===== src/rtl/astra_bus_pkg.sv =====
// astra_bus_pkg: shared bus encodings and arbiter types for the system RAM path.
//   RW_READ / RW_WRITE : bus direction encoding (1 = read, 0 = write)
//   CNT_W              : width of the DMA burst counter (DMA_BURST_MAX <= 15)
//   arb_state_t        : arbiter FSM states (IDLE / DMA / YIELD)
//   rd_owner_t         : owner of the read data returning this cycle
package astra_bus_pkg;

  localparam logic RW_READ  = 1'b1;
  localparam logic RW_WRITE = 1'b0;

  localparam int unsigned CNT_W = 4;

  typedef enum logic [1:0] {
    ST_IDLE  = 2'd0,
    ST_DMA   = 2'd1,
    ST_YIELD = 2'd2
  } arb_state_t;

  typedef enum logic [1:0] {
    OWN_NONE = 2'd0,
    OWN_CPU  = 2'd1,
    OWN_DMA  = 2'd2
  } rd_owner_t;

endpackage


===== src/rtl/mem_arb_fsm.sv =====
// mem_arb_fsm: ownership FSM for the shared RAM port.
// Holds the state register and (when ARB_BURST_LIMIT_EN is defined) the DMA
// burst counter; produces the per-cycle grants combinationally from the
// registered state and dma_req.
//   clk, reset  : clock, asynchronous active-high reset
//   dma_req     : DMA request level
//   grant_cpu   : CPU owns the RAM this cycle
//   grant_dma   : DMA owns the RAM this cycle
// Optional feature macro: ARB_BURST_LIMIT_EN (bounded DMA bursts + YIELD state).
module mem_arb_fsm
  import astra_bus_pkg::*;
#(
  parameter int unsigned DMA_BURST_MAX = 4
) (
  input  logic clk,
  input  logic reset,
  input  logic dma_req,
  output logic grant_cpu,
  output logic grant_dma
);

  arb_state_t state;

`ifdef ARB_BURST_LIMIT_EN
  // Count value at which the current grant is the last one of the burst.
  localparam logic [CNT_W-1:0] BURST_LAST = CNT_W'(DMA_BURST_MAX - 1);

  logic [CNT_W-1:0] cnt;

  // The DMA_BURST_MAX-th grant moves straight into YIELD, so YIELD itself is
  // the single forced CPU cycle: MAX grants out of every MAX+1 cycles.
  always_ff @(posedge clk or posedge reset) begin
    if (reset) begin
      state <= ST_IDLE;
      cnt   <= '0;
    end else begin
      case (state)
        ST_IDLE: begin
          if (dma_req) begin
            cnt   <= CNT_W'(1);
            state <= (BURST_LAST == '0) ? ST_YIELD : ST_DMA;
          end
        end
        ST_DMA: begin
          if (!dma_req) begin
            cnt   <= '0;
            state <= ST_IDLE;
          end else if (cnt == BURST_LAST) begin
            cnt   <= '0;
            state <= ST_YIELD;
          end else begin
            cnt   <= cnt + CNT_W'(1);
          end
        end
        ST_YIELD: begin
          cnt   <= '0;
          state <= ST_IDLE;
        end
        default: begin
          cnt   <= '0;
          state <= ST_IDLE;
        end
      endcase
    end
  end

  // YIELD always hands the cycle to the CPU.
  always_comb begin
    grant_dma = 1'b0;
    grant_cpu = 1'b0;
    if (!reset) begin
      grant_dma = dma_req && (state != ST_YIELD);
      grant_cpu = !grant_dma;
    end
  end
`else
  // Unbounded: DMA keeps the bus for as long as it requests.
  always_ff @(posedge clk or posedge reset) begin
    if (reset) begin
      state <= ST_IDLE;
    end else begin
      case (state)
        ST_IDLE: if (dma_req)  state <= ST_DMA;
        ST_DMA:  if (!dma_req) state <= ST_IDLE;
        default: state <= ST_IDLE;
      endcase
    end
  end

  always_comb begin
    grant_dma = 1'b0;
    grant_cpu = 1'b0;
    if (!reset) begin
      grant_dma = dma_req;
      grant_cpu = !dma_req;
    end
  end
`endif

endmodule


===== src/rtl/mem_arbiter.sv =====
// mem_arbiter: shares the single-port system RAM between the 6502 core and a
// DMA requester. One requester is granted per cycle; the granted side's bus is
// muxed onto the RAM, and read data is steered back one cycle later.
//   clk, reset                    : clock, asynchronous active-high reset
//   cpu_RW, cpu_AD, cpu_D_out     : CPU bus (CPU requests every cycle)
//   cpu_D_in, cpu_RDY             : CPU read data, CPU granted this cycle
//   dma_req, dma_RW, dma_A, dma_D_out : DMA request and bus
//   dma_ack, dma_rvalid, dma_D_in : DMA granted, read data valid, read data
//   ram_RW, ram_A, ram_D_in       : RAM bus driven to the RAM
//   ram_D_out                     : RAM registered read data
// Optional feature macro: ARB_BURST_LIMIT_EN (bounded DMA bursts).
module mem_arbiter
  import astra_bus_pkg::*;
#(
  parameter int unsigned ADDR_W        = 10,
  parameter int unsigned DATA_W        = 8,
  parameter int unsigned DMA_BURST_MAX = 4
) (
  input  logic              clk,
  input  logic              reset,
  input  logic              cpu_RW,
  input  logic [15:0]       cpu_AD,
  input  logic [DATA_W-1:0] cpu_D_out,
  output logic [DATA_W-1:0] cpu_D_in,
  output logic              cpu_RDY,
  input  logic              dma_req,
  input  logic              dma_RW,
  input  logic [ADDR_W-1:0] dma_A,
  input  logic [DATA_W-1:0] dma_D_out,
  output logic              dma_ack,
  output logic              dma_rvalid,
  output logic [DATA_W-1:0] dma_D_in,
  output logic              ram_RW,
  output logic [ADDR_W-1:0] ram_A,
  output logic [DATA_W-1:0] ram_D_in,
  input  logic [DATA_W-1:0] ram_D_out
);

  logic              grant_cpu;
  logic              grant_dma;
  rd_owner_t         rd_owner;
  logic [DATA_W-1:0] cpu_hold;
  logic [DATA_W-1:0] dma_hold;

  // Upper CPU address bits alias onto the RAM and are ignored.
  logic unused_cpu_ad;
  assign unused_cpu_ad = ^cpu_AD[15:ADDR_W];

  mem_arb_fsm #(
    .DMA_BURST_MAX(DMA_BURST_MAX)
  ) u_fsm (
    .clk      (clk),
    .reset    (reset),
    .dma_req  (dma_req),
    .grant_cpu(grant_cpu),
    .grant_dma(grant_dma)
  );

  assign cpu_RDY = grant_cpu;
  assign dma_ack = grant_dma;

  // RAM bus mux; idles as a read of address 0 when nobody is granted (reset).
  always_comb begin
    ram_RW   = RW_READ;
    ram_A    = '0;
    ram_D_in = '0;
    if (grant_dma) begin
      ram_RW   = dma_RW;
      ram_A    = dma_A;
      ram_D_in = dma_D_out;
    end else if (grant_cpu) begin
      ram_RW   = cpu_RW;
      ram_A    = cpu_AD[ADDR_W-1:0];
      ram_D_in = cpu_D_out;
    end
  end

  // Tag the side whose read was granted; its data arrives next cycle.
  always_ff @(posedge clk or posedge reset) begin
    if (reset) begin
      rd_owner <= OWN_NONE;
    end else if (grant_dma && (dma_RW == RW_READ)) begin
      rd_owner <= OWN_DMA;
    end else if (grant_cpu && (cpu_RW == RW_READ)) begin
      rd_owner <= OWN_CPU;
    end else begin
      rd_owner <= OWN_NONE;
    end
  end

  // Remember the last returned value per side so each output holds it.
  always_ff @(posedge clk or posedge reset) begin
    if (reset) begin
      cpu_hold <= '0;
      dma_hold <= '0;
    end else begin
      if (rd_owner == OWN_CPU) cpu_hold <= ram_D_out;
      if (rd_owner == OWN_DMA) dma_hold <= ram_D_out;
    end
  end

  assign cpu_D_in   = (rd_owner == OWN_CPU) ? ram_D_out : cpu_hold;
  assign dma_D_in   = (rd_owner == OWN_DMA) ? ram_D_out : dma_hold;
  assign dma_rvalid = (rd_owner == OWN_DMA);

endmodule

===== config.mk =====
export PLATFORM = sky130hd
export DESIGN_NAME = mem_arbiter
export DESIGN_NICKNAME = d
export VERILOG_FILES = /design/src/rtl/astra_bus_pkg.sv /design/src/rtl/mem_arb_fsm.sv /design/src/rtl/mem_arbiter.sv
export SDC_FILE = /design/constraint.sdc
export NUM_CORES = 1
export LEC_CHECK = 0
export ABC_AREA = 1
export BUFFER_PORTS_ARGS = -buffer_cell sky130_fd_sc_hd__buf_2
export CORE_ASPECT_RATIO = 0.7
export CORE_UTILIZATION = 40
export CTS_CLUSTER_SIZE = 8
export DETAILED_ROUTE_END_ITERATION = 6
export MAX_ROUTING_LAYER = met4
export PLACE_DENSITY = 0.82
export SYNTH_ARGS = -nofsm -noshare
export SYNTH_HDL_FRONTEND = slang
export SYNTH_HIERARCHICAL = 1
export SYNTH_SLANG_ARGS = --single-unit

===== constraint.sdc =====
create_clock -name clk -period 2.2 [get_ports clk]
set_input_delay 0 -clock clk [delete_from_list [all_inputs] [get_ports clk]]
set_output_delay 0 -clock clk [all_outputs]
set_load 0.01 [all_outputs]

==> impl_metrics.yaml, run 1 <==
run_status:
  outcome: "finished, final reports clean"
routing:
  num_vias: 1244
  drtIter0Drc: 29
  wl_per_cell_um: 10.7
  ant_nets: 0
  drt-pass1-iter-count: 4
  via_per_inst: 4.64
  drc_errors: 0
  drt-total-wl_um: 2860
clock_network:
  cts.repair.resized: 0
  cts_setup_buffers: 0
  tritoncts: "done"
  cts.htree.levels: 1
  cts_buffers: 3
  cts_root_buffer: "clkbuf_8"
  cts.clk_slew.worst_paths_ns: 0.06
  clock_latency_ns: 0.25
  clockBufferDepth: 2
  clock_sinks: 18
hold_path:
  whs_endpoint: "dma_hold[3]$_DFF_PP0_"
  hp-class: "in -> reg"
  holdPathStages: 3
  hp-start: "ram_D_out[3]"
final_layout:
  fin_nets: 290
  final_cell_mix: "buf_2, nand2_1, nand3_1, dfrtp_1, inv_1"
  final_common_cell: "buf_2"
  fillCellCount: 245
  areaGrowthSynthToFinish_pct: 48.4
  antenna_cells: 0
  multiInputGateArea_um2: 483
  drive_gt1_frac: 0.427
  layout.area.seq_um2: 450
global_route:
  grt_max_degree: 20
  grt_use_total: 0.207
  grt_pass1_wl_um: 4400
  antenna_found_initial: 0
  grt_pass1_vias: 1056
  overflow: 0
setup_path:
  r2r_setup_slack_ns: 1.15
  timing.rr.end: "cpu_hold[6]$_DFF_PP0_"
  reg2reg_depth: 4
  required_ns: 2.20
  crit_path_end_kind: "primary output"
  r2r-start: "rd_owner[1]$_DFF_PP0_"
  startpoint_type: "primary input"
  arrival_ns: 1.37
  crit_fanout: 19
  critPathKind: "in -> out"
sta:
  setup_violations: 0
  min_period_ns: 1.37
  post-route-period-util: 0.622
  setup_slack_ns: 0.831
  relSlewSlack: 0.550
  final-hold-violation-count: 0
  max_freq_mhz: 730
  tns_ns: 0
  tightest_slew_ns: 0.674
  drv_slew: 0
  skew_ns: 0.00344
  rsz0062_at_grt: "no"
power:
  p_leak_nw: 0.995
  ir_drop_uv: 264
  powerDensity_nw_per_um2: 629
floorplan:
  die_x_um: 63.0
  num_rows: 15
  start_util: 0.424
  die_y_um: 44.7
  dieArea_um2: 2820
  core-area_um2: 2460
  io-pin-count: 93
yosys:
  ys_seq_elements: 18
  syn_area_per_cell_um2: 7.20
  netlist_area_um2: 1040
  yosysSeqAreaShare: 0.432
  synth_cell_types: 13
  syn-instance-count: 145
  synthesis.nets: 200
  yosysWarnings: 6
job:
  max_cap_violations: 0
place:
  routabilityCongestion: 0.772
  portBuffers: 86
  dp_hpwl_um: 2270
  dp_slack_ns: 1.13
-- cell usage after synthesis, drive strengths merged --
| library cell | number | area share |
|---|---|---|
| inv | 8 | 0.034 |
| nand2 | 75 | 0.29 |
| buf | 7 | 0.072 |
| nand3 | 34 | 0.16 |
| nor2 | 3 | 0.013 |
| dfrtp | 18 | 0.43 |
-- metrics by stage --
| stage | power [mW] | hold WS (ns) | instances | util | area [um2] |
|---|---|---|---|---|---|
| 6_report | 0.974 | 0.0227 | 268 | 0.630 | 1550 |
| 3_3_place_gp | 0.709 | 0.147 | 261 | 0.595 | 1460 |
| 3_5_place_dp | 0.721 | 0.162 | 261 | 0.595 | 1460 |
| 4_1_cts | 0.986 | 0.0172 | 268 | 0.630 | 1550 |
| 5_1_grt | 1.04 | 0.0406 | 268 | 0.630 | 1550 |
| 2_1_floorplan | 0.578 | -0.0614 | 145 | - | 1040 |
-- where the power goes --
group	internal [mW]	total, mW	switching, mW
logic	0.131	0.306	0.175
clock network	0.159	0.257	0.0986
registers	0.390	0.410	0.0209
total	0.679	0.974	0.295
-- layer usage --
| metal | share of wire | track usage |
|---|---|---|
| met1 | 0.44 | 0.252 |
| met2 | 0.50 | 0.361 |
| met3 | 0.054 | 0.0505 |
| met4 | 0 | 0.0279 |
| met5 | 0 | - |
-- state kept, by name, summed over array words and instances, names as in the netlist --
register and count:
rd_owner 2, cpu_hold 8, dma_hold 8
-- area by class of cell --
cell class	count	area share
well taps	34	0.0275
inverters	8	0.0226
repair buffers	92	0.312
clock buffers	4	0.0355
flip-flops and latches	18	0.291
multi-input cells	112	0.312
-- worst max-delay path, stage by stage --
cell and delay (ns):
dlygate4sd3_1 0.53, buf_2 0.14, nor2_2 0.17, buf_4 0.25, nand2_1 0.07, nand2_1 0.08
buf_2 0.13
-- worst max path at each step --
stage | start | endpoint | slack, ns
2_1_floorplan | rd_owner[0]$_DFF_PP0_ | dma_hold[0]$_DFF_PP0_ | 1.26
3_3_place_gp | rd_owner[0]$_DFF_PP0_ | dma_D_in[0] | 1.14
3_5_place_dp | rd_owner[0]$_DFF_PP0_ | dma_D_in[1] | 1.13
4_1_cts | reset | ram_D_in[1] | 0.84
5_1_grt | rd_owner[1]$_DFF_PP0_ | cpu_D_in[3] | 0.76
6_report | reset | ram_A[1] | 0.83
-- timing repair --
item                                    4_1_cts  5_1_grt
hold endpoints to repair                     20        0
endpoints found under the setup margin        0        0
hold buffers                                  3        0
-- logic make-up (layout without fill, tap and decap cells) --
kind of cell           count (synthesis)  after routing  share of synthesized area
buffers and inverters                 15            104                      0.106
flip-flops                            18             18                      0.432
AND/OR/NAND/NOR                      112            112                      0.463
No activity file was read; power rests on OpenSTA's default activity.
==> run 2, diff against run 1 <==
--- a/config.mk
+++ b/config.mk
@@ -8,11 +8,11 @@
 export ABC_AREA = 1
 export BUFFER_PORTS_ARGS = -buffer_cell sky130_fd_sc_hd__buf_2
 export CORE_ASPECT_RATIO = 0.7
-export CORE_UTILIZATION = 40
+export CORE_UTILIZATION = 33
 export CTS_CLUSTER_SIZE = 8
 export DETAILED_ROUTE_END_ITERATION = 6
 export MAX_ROUTING_LAYER = met4
-export PLACE_DENSITY = 0.82
+export PLACE_DENSITY = 0.72
 export SYNTH_ARGS = -nofsm -noshare
 export SYNTH_HDL_FRONTEND = slang
 export SYNTH_HIERARCHICAL = 1
==> constraint.sdc (replaced) <==
create_clock -name clk -period 1.15 [get_ports clk]
set_input_delay 0 -clock clk [delete_from_list [all_inputs] [get_ports clk]]
set_output_delay 0 -clock clk [all_outputs]
set_load 0.01 [all_outputs]
==> run 2 against run 1 <==
- the flow now finishes with violations (setup timing)
- register-to-register slack worse by 1.0 ns
- hold slack improved by 0.0072 ns
- final area is 17% higher
- clock-buffer cell count stayed put
- sequential share of layout area decreased by 4.0 points
- critical endpoint is now dma_D_in[5]
- global-route usage shrank 2.1 points
- clock power rose by 96%
- highest routed layer is now met4
==> impl_metrics.yaml, run 2 (synthesis gave the netlist of run 1 again) <==
run_status:
  outcome: "finished with violations"
  failed_checks: "setup timing"
floorplan:
  num_rows: 16
  dieArea_um2: 3390
  start_util: 0.359
  io-pin-count: 93
  core-area_um2: 2900
  die_x_um: 69.2
  die_y_um: 49.1
sta:
  max_freq_mhz: 797
  post-route-period-util: 1.09
  rsz0062_at_grt: "yes"
  relSlewSlack: 0.810
  setup_slack_ns: -0.104
  final-hold-violation-count: 0
  drv_slew: 0
  min_period_ns: 1.25
  tightest_slew_ns: 0.284
  skew_ns: 0.00168
  setup_violations: 16
power:
  p_leak_nw: 1.07
  power_switching_mw: 0.641
  powerDensity_nw_per_um2: 1150
  power_frac_comb: 0.374
  internal_power_mw: 1.44
  ir_drop_uv: 428
  switching_share: 0.308
  power.share.clock: 0.243
  p_seq_frac: 0.383
global_route:
  grt_pass1_wl_um: 4940
  grt_pass1_vias: 1178
  antenna_found_initial: 0
  grt_use_total: 0.185
  grt_max_degree: 22
  overflow: 0
routing:
  ant_nets: 0
  num_vias: 1296
  via_per_inst: 4.60
  wl_per_cell_um: 11.6
  drt-total-wl_um: 3260
  drtIter0Drc: 54
  drt-pass1-iter-count: 4
  drc_errors: 0
final_layout:
  fillCellCount: 256
  multiInputGateArea_um2: 581
  layout.area.seq_um2: 453
  final_common_cell: "buf_2"
  finalNonFillerCells: 282
  reg_top3: "cpu_hold x8, dma_hold x8, rd_owner x2"
  final_cell_mix: "buf_2, nand2_1, nand3_1, dfrtp_1, nand2_2"
  antenna_cells: 0
  final_util: 0.623
  fin_area_um2: 1810
  areaGrowthSynthToFinish_pct: 73.4
  fin_nets: 302
  drive_gt1_frac: 0.545
setup_path:
  crit_path_top_delay_cell: "dfrtp_2"
  max_stage_delay_ns: 0.47
  crit_fanout: 5
  path_cells: "clkinv_4, buf_6, nand3_2, nand2_2, buf_6"
  startpoint_type: "flip-flop"
  arrival_ns: 1.25
  cpMostUsedCell: "buf_6"
  crit_path_end_kind: "primary output"
  critPathKind: "reg -> out"
  required_ns: 1.15
job:
  max_cap_violations: 0
clock_network:
  tritoncts: "done"
  clock_sinks: 18
  cts_root_buffer: "clkbuf_8"
  cts.htree.levels: 1
  clockBufferDepth: 2
  cts.clk_slew.worst_paths_ns: 0.07
  clock_latency_ns: 0.25
  cts_buffers: 3
place:
  portBuffers: 86
  dp_hpwl_um: 2260
  place_inst: 265
  routabilityCongestion: 0.809
  place_area_um2: 1480
hold_path:
  hp-class: "in -> reg"
## run 2: layer usage
layer | track usage | routed length [um] | vias up
met2 | 0.311 | 1620 | 58
li1 | - | - | 663
met5 | - | 0 | -
met4 | 0.0340 | 6 | 0
met3 | 0.0620 | 262 | 2
met1 | 0.220 | 1370 | 573
## run 2: power groups by stage
stage	Sequential, mW	Combinational (mW)	Clock, mW
2_1_floorplan	0.778	0.328	0
3_3_place_gp	0.787	0.580	0
3_5_place_dp	0.789	0.587	0
4_1_cts	0.778	0.599	0.523
5_1_grt	0.804	0.853	0.559
6_report	0.795	0.778	0.505
## run 2: layout make-up
type	count	area share
Inverter	8	0.0221
Tap cell	36	0.0249
Multi-Input combinational cell	113	0.321
Clock buffer	4	0.0304
Timing Repair inverter	1	0.00277
Sequential cell	18	0.250
Timing Repair Buffer	102	0.349
## run 2: worst max-delay path, delay by kind of cell, from the launching register on
kind          cells  cell delay, ns
buf+inv           3            0.41
flops             1            0.47
simple gates      2            0.13
## run 2: path summary, 6_finish.rpt
check	cells past startpoint	endpoint	slack (ns)	from
min reg2reg	2	cpu_hold[1]$_DFF_PP0_	0.46	cpu_hold[1]$_DFF_PP0_
max in group asynchronous	4	rd_owner[0]$_DFF_PP0_	0.61	reset
min in group asynchronous	4	dma_hold[5]$_DFF_PP0_	0.33	reset
min	3	cpu_hold[6]$_DFF_PP0_	0.03	ram_D_out[6]
max reg2reg	5	dma_hold[3]$_DFF_PP0_	0.10	rd_owner[0]$_DFF_PP0_
max	5	dma_D_in[5]	-0.10	rd_owner[0]$_DFF_PP0_
## run 2: metrics by stage
step / hold slack (ns) / TNS, ns / total power, mW / setup slack, ns
2_1_floorplan: -0.0614 / 0 / 1.11 / 0.215
3_3_place_gp: 0.0492 / 0 / 1.37 / 0.155
3_5_place_dp: 0.0582 / 0 / 1.38 / 0.132
4_1_cts: 0.0233 / -1.06 / 1.90 / -0.0745
5_1_grt: 0.0335 / -2.10 / 2.22 / -0.163
6_report: 0.0299 / -0.989 / 2.08 / -0.104
## run 2: timing repair
item	CTS	global route
cloned	0	2
setup buffers	0	8
hold buffers	3	0
pin swaps	0	2
setup endpoints to repair	17	17
gates resized for setup	3	36
hold endpoints to repair	20	0
